===== src/rtl/vga_sprite_arbiter.sv =====
// Four-sprite pixel arbiter for the VGA datapath. Sprite updates land in shadow
// registers and are committed to the active set once per frame at the vsync rise.
module vga_sprite_arbiter #(
  parameter int SPR_W = 32,
  parameter int SPR_H = 32
) (
  input  logic        clk,
  input  logic        rst_n,
  input  logic [10:0] curr_x,
  input  logic [9:0]  curr_y,
  input  logic        vsync,
  input  logic [11:0] bg_color,
  input  logic        upd_valid,
  output logic        upd_ready,
  input  logic [1:0]  upd_idx,
  input  logic [10:0] upd_x,
  input  logic [9:0]  upd_y,
  input  logic [11:0] upd_color,
  input  logic        upd_en,
  output logic [3:0]  red_out,
  output logic [3:0]  gre_out,
  output logic [3:0]  blu_out,
  output logic        frame_tick,
  output logic [15:0] frame_cnt
);

  typedef enum logic {RUN, COMMIT} state_t;

  state_t      state;
  logic        vsync_d;
  logic [10:0] sh_x      [4];
  logic [9:0]  sh_y      [4];
  logic [11:0] sh_color  [4];
  logic        sh_en     [4];
  logic [10:0] act_x     [4];
  logic [9:0]  act_y     [4];
  logic [11:0] act_color [4];
  logic        act_en    [4];
  logic [3:0]  hit;
  logic [11:0] pix_next;

  assign upd_ready = (state == RUN);

  // Right/bottom bounds are one bit wider than the coordinates so sprites near
  // the screen edge are clipped instead of wrapping back to column/line 0.
  always_comb begin
    hit = '0;
    for (int i = 0; i < 4; i++) begin
      hit[i] = act_en[i]
             & (curr_x >= act_x[i])
             & ({1'b0, curr_x} < ({1'b0, act_x[i]} + 12'(SPR_W)))
             & (curr_y >= act_y[i])
             & ({1'b0, curr_y} < ({1'b0, act_y[i]} + 11'(SPR_H)));
    end
  end

  always_comb begin
    pix_next = bg_color;
    for (int i = 3; i >= 0; i--) begin
      if (hit[i]) pix_next = act_color[i];
    end
  end

  always_ff @(posedge clk or negedge rst_n) begin
    if (!rst_n) begin
      for (int i = 0; i < 4; i++) begin
        sh_x[i]     <= '0;
        sh_y[i]     <= '0;
        sh_color[i] <= '0;
        sh_en[i]    <= 1'b0;
      end
    end else if (upd_valid && upd_ready) begin
      sh_x[upd_idx]     <= upd_x;
      sh_y[upd_idx]     <= upd_y;
      sh_color[upd_idx] <= upd_color;
      sh_en[upd_idx]    <= upd_en;
    end
  end

  always_ff @(posedge clk or negedge rst_n) begin
    if (!rst_n) begin
      state      <= RUN;
      vsync_d    <= 1'b0;
      frame_tick <= 1'b0;
      frame_cnt  <= '0;
      red_out    <= '0;
      gre_out    <= '0;
      blu_out    <= '0;
      for (int i = 0; i < 4; i++) begin
        act_x[i]     <= '0;
        act_y[i]     <= '0;
        act_color[i] <= '0;
        act_en[i]    <= 1'b0;
      end
    end else begin
      vsync_d    <= vsync;
      frame_tick <= 1'b0;
      red_out    <= pix_next[11:8];
      gre_out    <= pix_next[7:4];
      blu_out    <= pix_next[3:0];
      case (state)
        RUN: begin
          if (vsync && !vsync_d) state <= COMMIT;
        end
        COMMIT: begin
          for (int i = 0; i < 4; i++) begin
            act_x[i]     <= sh_x[i];
            act_y[i]     <= sh_y[i];
            act_color[i] <= sh_color[i];
            act_en[i]    <= sh_en[i];
          end
          frame_tick <= 1'b1;
          frame_cnt  <= frame_cnt + 16'd1;
          state      <= RUN;
        end
        default: state <= RUN;
      endcase
    end
  end

endmodule

===== config.mk =====
export PLATFORM = sky130hd
export DESIGN_NAME = vga_sprite_arbiter
export DESIGN_NICKNAME = d
export VERILOG_FILES = /design/src/rtl/vga_sprite_arbiter.sv
export SDC_FILE = /design/constraint.sdc
export NUM_CORES = 1
export LEC_CHECK = 0
export ABC_AREA = 0
export BUFFER_PORTS_ARGS = -buffer_cell sky130_fd_sc_hd__buf_4
export CORE_ASPECT_RATIO = 2
export CORE_MARGIN = 2
export CORE_UTILIZATION = 60
export DETAILED_ROUTE_END_ITERATION = 8
export GPL_TIMING_DRIVEN = 0
export HOLD_SLACK_MARGIN = 0.15
export PLACE_DENSITY = 0.78
export SYNTH_ARGS = -nofsm -noshare
export SYNTH_HDL_FRONTEND = slang
export SYNTH_SLANG_ARGS = --single-unit
export TNS_END_PERCENT = 100

===== constraint.sdc =====
create_clock -name clk -period 3.8 [get_ports clk]
set_input_delay 0.76 -clock clk [delete_from_list [all_inputs] [get_ports clk]]
set_output_delay 0.76 -clock clk [all_outputs]
set_load 0.01 [all_outputs]

==> results.py <==
metrics = {
    "pwr": {
        "peakVddDrop_v": 0.0004217,
        "leakage_uw": 0.007880,
        "power.density_nw_per_um2": 575.2,
    },
    "logic_synthesis": {
        "syn_inst": 1350,
        "ys_seq_elements": 303,
        "ys_warn_count": 0,
        "netlist_top_cells_count": "dfrtp_1, mux2_2, ha_1, inv_1",
        "yosysMostFrequentCell": "dfrtp_1",
        "synth-edff-count": 0,
        "ys_seq_area_frac": 0.4925,
        "syn_nets": 1560,
        "synth_top_cells_by_area": "dfrtp_1, mux2_2, ha_1",
        "synth_area_um2": 15400,
        "synth.distinct_cells": 58,
        "synth_top_area_cell": "dfrtp_1",
        "yosys_most_used_dff": "dfrtp_1",
        "syn_avg_cell_area_um2": 11.40,
        "ys_async_sr_fraction": 1.000,
        "netlist.area_leader.share": 0.4925,
    },
    "detailed_routing": {
        "drc": 0,
        "first_pass_iters": 5,
        "viasPerCell": 6.044,
        "dr_total_vias": 11140,
        "drtAntennaViolNets": 0,
        "drt_iter0_drc": 641,
        "wl_per_cell_um": 20.50,
        "drt-total-wl_mm": 37.79,
    },
    "setup_path": {
        "worstSetupStartpointType": "register",
        "cp_slowest_cell": "nor4_1",
        "path_cells": "ha_1, and3_1, xnor2_1, ha_1, o21a_1, o21a_1, o21ai_0, a31oi_1, nor4_1, buf_2, a221oi_1, o31ai_1",
        "end_kind": "register",
        "reg2reg_slack_ps": 170,
        "crit_start": "act_x[16]$_DFFE_PN0P_",
        "r2r_cells": 12,
        "arrival_ps": 4050,
        "required_ps": 4220,
        "crit_cells": 12,
        "criticalPathCategory": "reg2reg",
        "reg2reg_to": "gre_out[0]$_DFF_PN0_",
        "critical_path.top_delay_family": "compound AO/OA/AOI/OAI gates",
        "r2r_start": "act_x[16]$_DFFE_PN0P_",
        "crit_end": "gre_out[0]$_DFF_PN0_",
        "slowest_delay_ps": 720,
        "critical_path_peak_fanout": 10,
        "crit_buf_inv": 1,
    },
    "cts": {
        "ctsLongestPathBuffers": 3,
        "cts_buffers": 27,
        "clk_pin_slew_ps": 70,
        "root_buffer": "clkbuf_16",
        "cts-resized-gates": 0,
        "clk_latency_ps": 550,
        "ctsHoldBuffers": 0,
        "cts_tree": "yes",
        "clkSinkCount": 303,
        "cts_setup_buffers": 0,
        "htree_num_levels": 1,
    },
    "global_routing": {
        "grt_start_max_net_pins": 128,
        "grt_pass1_vias": 11570,
        "track_usage": 0.2901,
        "antenna_found_initial": 0,
        "gr-total-overflow": 0,
        "grt_pass1_wl_mm": 60.80,
    },
    "layout": {
        "fin_area_um2": 17550,
        "drive_gt1_frac": 0.2295,
        "antenna_cells": 0,
        "utilization": 0.6898,
        "finalNetCount": 1693,
        "syn_to_final_growth_pct": 14.00,
    },
    "sta": {
        "finalCritPeriodShare": 0.9563,
        "fmax_ghz": 0.2752,
        "hold_viol": 0,
        "rsz0062_at_grt": "false",
        "worst_pin_slew_ps": 971.6,
        "max_slew_margin": 0.3505,
        "clock_skew_ps": 17.31,
        "timing.final.max_slew_violations": 0,
        "setup_violations": 0,
        "fin_crit_ps": 3634,
    },
    "placed_design": {
        "dp_hpwl_mm": 28.13,
        "port-buffer-count": 102,
        "finalWeightedCongestion": 0.9271,
        "post_dp_cell_area_um2": 16650,
    },
    "die": {
        "core_um2": 25440,
        "rows": 83,
        "die_area_um2": 27040,
        "num_io_pins": 103,
        "start_util": 0.6051,
        "fp.dieW_um": 117.3,
        "die_height_um": 230.5,
    },
    "outcome": {
        "status": "complete, no violations",
    },
    "flow_run": {
        "cap_viol_max_count": 0,
    },
    "min_path": {
        "hold_path.class": "in2async",
    },
}
## power breakdown
part | internal (uW) | switching [uW] | total [uW] | leakage, uW
registers | 4010 | 461 | 4470 | 0.00369
clock network | 1590 | 1220 | 2810 | 0.000442
logic | 1300 | 1510 | 2810 | 0.00375
## stage by stage
step	hold WS (ps)	TNS (ps)	power, uW	cells	setup WS (ps)
finish	166.3	0	10100	1843	166.1
global route	215.7	0	10690	1843	19.17
CTS	189.8	0	10140	1843	247.9
detailed placement	367.4	0	7297	1794	37.06
global placement	362.1	-161370	7101	1792	-577.6
floorplan	351.9	0	6288	1350	1022
## per-layer routing
layer | global-route usage | up-vias | wire [um] | part of all wire
met5 | 0 | - | 0 | 0
met2 | 0.5038 | 345 | 19690 | 0.52
li1 | - | 5101 | - | -
met3 | 0.03597 | 95 | 1825 | 0.048
met4 | 0.1235 | 0 | 1545 | 0.041
met1 | 0.3574 | 5599 | 14730 | 0.39
## state kept, by name, summed over array words and instances, names as in the netlist
| name | flops |
|---|---|
| act_color | 48 |
| act_en | 4 |
| act_x | 44 |
| act_y | 40 |
| blu_out | 4 |
| frame_cnt | 16 |
| frame_tick | 1 |
| gre_out | 4 |
| red_out | 4 |
| sh_color | 48 |
| sh_en | 4 |
| sh_x | 44 |
| sh_y | 40 |
| state | 1 |
| vsync_d | 1 |
## kinds of logic (layout without fill, tap and decap cells)
| logic type | after synthesis | count (layout) | share of synthesized area |
|---|---|---|---|
| adders and majority gates | 137 | 137 | 0.1113 |
| and+or+nand+nor | 231 | 231 | 0.07208 |
| DFF | 303 | 303 | 0.4925 |
| muxes | 185 | 185 | 0.1353 |
| xor gates and xnor gates | 43 | 43 | 0.02446 |
| AOI/OAI and AO/OA | 277 | 277 | 0.1209 |
| buffers and inverters | 174 | 327 | 0.04340 |
## area by class of cell
class,count,area (um^2)
flip-flops and latches,303,7582
multi-input cells,873,7146
repair buffers,104,828.3
clock buffers,36,749.5
clock inverters,13,152.6
fillers,1916,7891
well taps,340,425.4
inverters,117,439.2
plain buffers,57,229.0
## layout by cell type, fill, tap and decap left out, types with 25 or more instances in the layout
master	count
o21ai_0	110
xnor2_1	38
nand2_1	110
inv_1	117
nand3_1	29
dfrtp_1	303
a41oi_1	25
clkbuf_1	50
clkbuf_16	27
nor3_1	27
ha_1	137
buf_4	102
mux2_2	185
## how the worst min path moves through the flow
stage / startpoint / end / slack (ps) / cells after the start
detailed placement: state$_DFF_PN0_ / frame_tick$_DFF_PN0_ / 370 / 0
finish: rst_n / act_y[25]$_DFFE_PN0P_ / 170 / 1
global placement: state$_DFF_PN0_ / frame_tick$_DFF_PN0_ / 360 / 0
CTS: rst_n / sh_y[35]$_DFFE_PN0P_ / 190 / 1
global route: rst_n / act_y[25]$_DFFE_PN0P_ / 220 / 1
floorplan: state$_DFF_PN0_ / frame_tick$_DFF_PN0_ / 350 / 0
Note: power is estimated with default switching activity, not from simulation.
